`src/rtl/max_value_cache.sv`:
```
// Per-channel windowed peak-magnitude tracker with a read-out cache.
// Four signed channels are reduced to saturated magnitudes; each window of
// WINDOW_LEN samples yields a peak value and the sample offset where it first
// occurred. A snapshot of those results is served to the SPI cache controller
// one cycle after each read request, together with a per-channel "fresh" flag.
module max_value_cache #(
    parameter int DATA_W     = 16,
    parameter int WINDOW_LEN = 1024,
    parameter int IDX_W      = 16
) (
    input  logic                     clk,
    input  logic                     reset,
    input  logic                     sample_valid,
    input  logic signed [DATA_W-1:0] ch1_sample,
    input  logic signed [DATA_W-1:0] ch2_sample,
    input  logic signed [DATA_W-1:0] ch3_sample,
    input  logic signed [DATA_W-1:0] ch4_sample,
    input  logic        [2:0]        Max_Value_Channel_sel,
    input  logic                     read_req,
    output logic        [DATA_W-1:0] max_value,
    output logic        [IDX_W-1:0]  max_index,
    output logic                     max_fresh,
    output logic                     read_valid,
    output logic                     window_done
);

    localparam int NUM_CH = 4;
    localparam int CNT_W  = (WINDOW_LEN > 1) ? $clog2(WINDOW_LEN) : 1;

    localparam logic [CNT_W-1:0]  LAST_CNT = CNT_W'(WINDOW_LEN - 1);
    localparam logic [CNT_W-1:0]  CNT_ONE  = CNT_W'(1);
    localparam logic [DATA_W-1:0] MOST_NEG = {1'b1, {(DATA_W-1){1'b0}}};
    localparam logic [DATA_W-1:0] MOST_POS = {1'b0, {(DATA_W-1){1'b1}}};
    localparam logic [DATA_W-1:0] ONE      = DATA_W'(1);

    // |s| for a two's-complement sample; the most negative code has no
    // positive counterpart and saturates to the largest positive value.
    function automatic logic [DATA_W-1:0] magnitude(input logic [DATA_W-1:0] s);
        if (s == MOST_NEG) begin
            return MOST_POS;
        end else if (s[DATA_W-1]) begin
            return ~s + ONE;
        end else begin
            return s;
        end
    endfunction

    logic [DATA_W-1:0] sample_vec [NUM_CH];
    logic [CNT_W-1:0]  sample_cnt;
    logic [DATA_W-1:0] run_peak   [NUM_CH];
    logic [IDX_W-1:0]  run_idx    [NUM_CH];
    logic [DATA_W-1:0] next_peak  [NUM_CH];
    logic [IDX_W-1:0]  next_idx   [NUM_CH];
    logic [DATA_W-1:0] snap_peak  [NUM_CH];
    logic [IDX_W-1:0]  snap_idx   [NUM_CH];
    logic [NUM_CH-1:0] fresh;
    logic              window_end;
    logic              sel_valid;
    logic [1:0]        sel_ch;

    // Gather the channel inputs into an array so the per-channel logic can loop.
    always_comb begin
        sample_vec[0] = ch1_sample;
        sample_vec[1] = ch2_sample;
        sample_vec[2] = ch3_sample;
        sample_vec[3] = ch4_sample;
    end

    // Control decode: last-sample detection and read channel selection.
    always_comb begin
        window_end = sample_valid && (sample_cnt == LAST_CNT);
        sel_valid  = (Max_Value_Channel_sel >= 3'd1) && (Max_Value_Channel_sel <= 3'd4);
        // Codes 1..4 map to array slots 0..3 using only the low two bits.
        sel_ch     = Max_Value_Channel_sel[1:0] - 2'd1;
    end

    // Peak candidates including the current sample (strictly-greater keeps
    // the earliest index on ties).
    always_comb begin
        for (int c = 0; c < NUM_CH; c++) begin
            // NOTE: every combinational output gets a default first so no path leaves it unassigned (no latch).
            next_peak[c] = run_peak[c];
            next_idx[c]  = run_idx[c];
            if (magnitude(sample_vec[c]) > run_peak[c]) begin
                next_peak[c] = magnitude(sample_vec[c]);
                next_idx[c]  = IDX_W'(sample_cnt);
            end
        end
    end

    // Window counter and running peaks; everything clears at the end of a window.
    always_ff @(posedge clk) begin
        if (reset) begin
            sample_cnt <= '0;
            // NOTE: these small register arrays are reset explicitly; they are flops, not RAM, and must read as 0.
            for (int c = 0; c < NUM_CH; c++) begin
                run_peak[c] <= '0;
                run_idx[c]  <= '0;
            end
        end else if (sample_valid) begin
            if (window_end) begin
                sample_cnt <= '0;
                for (int c = 0; c < NUM_CH; c++) begin
                    run_peak[c] <= '0;
                    run_idx[c]  <= '0;
                end
            end else begin
                // NOTE: sequential state uses non-blocking assignments so all flops update from pre-edge values.
                sample_cnt <= sample_cnt + CNT_ONE;
                for (int c = 0; c < NUM_CH; c++) begin
                    run_peak[c] <= next_peak[c];
                    run_idx[c]  <= next_idx[c];
                end
            end
        end
    end

    // Snapshot capture and fresh flags; a snapshot outranks a read's clear.
    always_ff @(posedge clk) begin
        if (reset) begin
            fresh       <= '0;
            window_done <= 1'b0;
            for (int c = 0; c < NUM_CH; c++) begin
                snap_peak[c] <= '0;
                snap_idx[c]  <= '0;
            end
        end else begin
            window_done <= window_end;
            if (window_end) begin
                fresh <= '1;
                for (int c = 0; c < NUM_CH; c++) begin
                    snap_peak[c] <= next_peak[c];
                    snap_idx[c]  <= next_idx[c];
                end
            end else if (read_req && sel_valid) begin
                fresh[sel_ch] <= 1'b0;
            end
        end
    end

    // Read port: one-cycle latency from the pre-edge snapshot; results hold between reads.
    always_ff @(posedge clk) begin
        if (reset) begin
            read_valid <= 1'b0;
            max_value  <= '0;
            max_index  <= '0;
            max_fresh  <= 1'b0;
        end else begin
            read_valid <= read_req;
            if (read_req) begin
                if (sel_valid) begin
                    max_value <= snap_peak[sel_ch];
                    max_index <= snap_idx[sel_ch];
                    max_fresh <= fresh[sel_ch];
                end else begin
                    max_value <= '0;
                    max_index <= '0;
                    max_fresh <= 1'b0;
                end
            end
        end
    end

endmodule

```
`config.mk`:
```
export PLATFORM = sky130hd
export DESIGN_NAME = max_value_cache
export DESIGN_NICKNAME = d
export VERILOG_FILES = /design/src/rtl/max_value_cache.sv
export SDC_FILE = /design/constraint.sdc
export NUM_CORES = 1
export LEC_CHECK = 0
export BUFFER_PORTS_ARGS = -buffer_cell sky130_fd_sc_hd__buf_2
export CAP_MARGIN = 20
export CELL_PAD_IN_SITES_DETAIL_PLACEMENT = 0
export CELL_PAD_IN_SITES_GLOBAL_PLACEMENT = 1
export CORE_MARGIN = 4
export CORE_UTILIZATION = 44
export DETAILED_ROUTE_END_ITERATION = 16
export PLACE_DENSITY = 0.83
export SETUP_SLACK_MARGIN = 0.4
export SYNTH_ARGS = -nofsm -noshare
export SYNTH_HDL_FRONTEND = slang
export SYNTH_SLANG_ARGS = --single-unit
```
`constraint.sdc`:
```
create_clock -name clk -period 4.5 [get_ports clk]
set_input_delay 0.225 -clock clk [delete_from_list [all_inputs] [get_ports clk]]
set_output_delay 0.225 -clock clk [all_outputs]
set_load 0.005 [all_outputs]
```
==> flow_metrics.env <==
export IMPL_cts_sinks=305
export IMPL_drive_above_1_share_pct=15.88
export IMPL_avgRoutedWirePerCell_um=18.54
export IMPL_port_buffers=105
export IMPL_clk_transition_reported_paths_ns=0.06
export IMPL_cts_max_path_buffers=3
export IMPL_synthesis_nets=1632
export IMPL_synthTopCellsByCount="nor2_1, edfxtp_1, nand2_1, mux2i_1, inv_1"
export IMPL_hp_class="in2reg"
export IMPL_ios=106
export IMPL_grt_pass1_wl_um=60690
export IMPL_grt_overflow=0
export IMPL_setup_violations=0
export IMPL_h_tree_depth=1
export IMPL_syn_avg_cell_area_um2=10.84
export IMPL_cts_tree="done"
export IMPL_synth_edf_count=224
export IMPL_ys_warn_count=0
export IMPL_crit_path_frequent_cell="ha_1"
export IMPL_yosysSeqAreaShare_pct=51.77
export IMPL_critical_path_class="in2reg"
export IMPL_status="finished clean"
export IMPL_start_util_pct=45.00
export IMPL_synthFlopType="edfxtp_1"
export IMPL_critPathMaxStageDelay_ns=0.52
export IMPL_wirelength_um=38220
export IMPL_cp_cell_sequence="buf_2 -> inv_1 -> ha_1 -> or4b_4 -> nor4b_4 -> nor2_1 -> a311oi_2 -> ha_1 -> nand4_1 -> nor4_1 -> o21ai_0 -> and3_1 -> buf_4 -> nor3_1 -> a211oi_1"
export IMPL_first_iter_violations=750
export IMPL_synthArstFlopShare_pct=0
export IMPL_crit_fanout=11
export IMPL_ant_nets=0
export IMPL_synthesis_area_mm2=0.01612
export IMPL_dpl_hpwl_um=26630
export IMPL_drc=0
export IMPL_postCtsSetupBuffers=0
export IMPL_fp_dieH_um=199.4
export IMPL_cts_buffers=31
export IMPL_synth_cell_types=74
export IMPL_areaGrowthSynthToFinish_pct=13.37
export IMPL_place_congestion=0.9202
export IMPL_clk_latency_ns=0.57
export IMPL_fill_cells=3126
export IMPL_cpMaxStageDelayCell="or4b_4"
export IMPL_rsz0062_at_grt="false"
export IMPL_die_w_um=199.4
export IMPL_skew_ns=0.01620
export IMPL_grt_max_degree=125
export IMPL_fin_crit_sh_pct=82.07
export IMPL_antenna_found_initial=2
export IMPL_tightest_slew_ns=0.8308
export IMPL_syn_inst=1488
export IMPL_synth_top_cell_by_area="edfxtp_1"
export IMPL_power_leakage_nw=7.261
export IMPL_slew_headroom_pct=44.61
export IMPL_synthTopCellsByArea="edfxtp_1, dfxtp_1, mux2i_1"
export IMPL_layout_min_cycle_time_ns=3.693
export IMPL_design_core_area_mm2=0.03583
export IMPL_arrival_ns=3.98
export IMPL_synth_top_area_share_pct=41.72
export IMPL_required_ns=4.78
export IMPL_start_kind="primary input"
export IMPL_pwr_density_cell_mw_per_mm2=381.4
export IMPL_max_freq_mhz=270.8
export IMPL_vias_per_cell=5.502
export IMPL_fin_ws_ns=0.8068
export IMPL_hold_violations=0
export IMPL_rows=69
export IMPL_vias=11340
export IMPL_fin_total_pwr_mw=6.972
export IMPL_cts_root_buf="clkbuf_16"
export IMPL_totalNegativeSetupSlack_ns=0
export IMPL_critical_path_endpoint_type="flip-flop"
export IMPL_design_die_area_mm2=0.03977
export IMPL_report_final_slew_viol_count=0
export IMPL_first_pass_iters=5
export IMPL_grt_pass1_vias=11210
export IMPL_ys_seq_elements=305
export IMPL_ir_drop_uv=312.8
export IMPL_grt_util_all_layers_pct=18.95
export IMPL_post_place_ws_ns=0.1188
export IMPL_final_nets=1720
export IMPL_yosysMostFrequentCell="nor2_1"
export IMPL_maxCapViolations=0
## stage by stage
stage | area, um^2 | utilization, % | cells | hold WS, ns
2_1_floorplan | 16130 | - | 1488 | 0.4105
3_3_place_gp | 17260 | 48.18 | 2003 | 0.4430
3_5_place_dp | 17260 | 48.18 | 2003 | 0.4516
4_1_cts | 18250 | 50.94 | 2059 | 0.01963
5_1_grt | 18280 | 51.01 | 2060 | 0.06049
6_report | 18280 | 51.02 | 2061 | 0.04029
## cells by family after synthesis
kind of cell / Yosys count / share of synthesized area (%)
adders and majority gates: 73 / 5.665
AOI/OAI and AO/OA: 197 / 8.194
muxes: 142 / 11.42
DFF: 305 / 51.77
buffers and inverters: 168 / 4.175
and+or+nand+nor: 557 / 16.27
xor gates and xnor gates: 46 / 2.499
## metal layers
layer / share of wire [%] / up-vias / GRT usage, %
met5: 0 / - / 0
met4: 1.8 / 0 / 3.799
met3: 4.8 / 54 / 2.242
met2: 48 / 255 / 32.33
met1: 46 / 5533 / 26.44
li1: - / 5498 / -
## worst max-delay path: cells and delay by family
kind                       cells  cell delay, ns
adders and majority gates      2            0.41
and+or+nand+nor                7            2.19
AOI/OAI and AO/OA              3            0.74
buffers and inverters          3            0.42
## registers in the layout (all words and copies together), names as in the netlist
signal and flops:
max_fresh 1, fresh 4, max_value 16, run_peak 64
snap_idx 64, read_valid 1, max_index 16, window_done 1
run_idx 64, snap_peak 64, sample_cnt 10
## final cells by class
type,instances,area [um^2],area share (%)
multi-input combinational,1015,7154,39.14
tap,461,576.8,3.155
clock buffer,39,815.8,4.463
sequential,305,8348,45.67
antenna,1,2.502,0.01369
inverter,87,330.3,1.807
timing repair buffer,136,878.3,4.805
clock inverter,17,173.9,0.9514
## report_power, final
group / switching [mW] / internal, mW
clock network: 1.08 / 1.45
logic: 0.682 / 0.480
registers: 0.0843 / 3.19
## final timing paths
check	from	endpoint	slack (ns)	cells after the start
worst min-delay path	ch3_sample[0]	run_peak[2][0]$_SDFFE_PP0P_	0.04	3
worst max register to register	sample_cnt[0]$_SDFFE_PP0P_	snap_peak[3][6]$_SDFFCE_PN0P_	1.42	8
worst max-delay path	ch3_sample[1]	snap_peak[2][7]$_SDFFCE_PN0P_	0.81	15
worst min register to register	run_idx[2][1]$_SDFFE_PP0P_	run_idx[2][1]$_SDFFE_PP0P_	0.46	2
## cells in the final DEF (no fill, tap or decap), types with 7 or more instances in the layout
cell type  synthesis  layout
a211oi_1          17      17
a21boi_0          10      10
a21oi_1           76      74
a31oi_1            8       7
and2_1            39      39
and3_1             8       8
buf_12             0       8
buf_2             18     105
buf_4              3      22
clkbuf_1          55       7
clkbuf_16          0      31
clkinv_2           0       9
dfxtp_1           81      81
edfxtp_1         224     224
ha_1              73      73
inv_1             87      86
mux2i_1          105     105
mux4_2            33      33
nand2_1          119     118
nand3_1           12      12
nand4_1           21      21
nor2_1           242     241
nor2b_1           39      39
nor3_1            23      23
nor4_1            12      12
o21a_1            11      11
o21ai_0           21      20
o31ai_1           16      16
o41ai_1            7       7
or3_1             11      11
xnor2_1           18      18
xor2_1            28      28
## timing repair
item	CTS	global route
hold buffers	0	0
endpoints found under the setup margin	0	6
gates resized for setup	0	1
(Power assumes the default switching activity.)
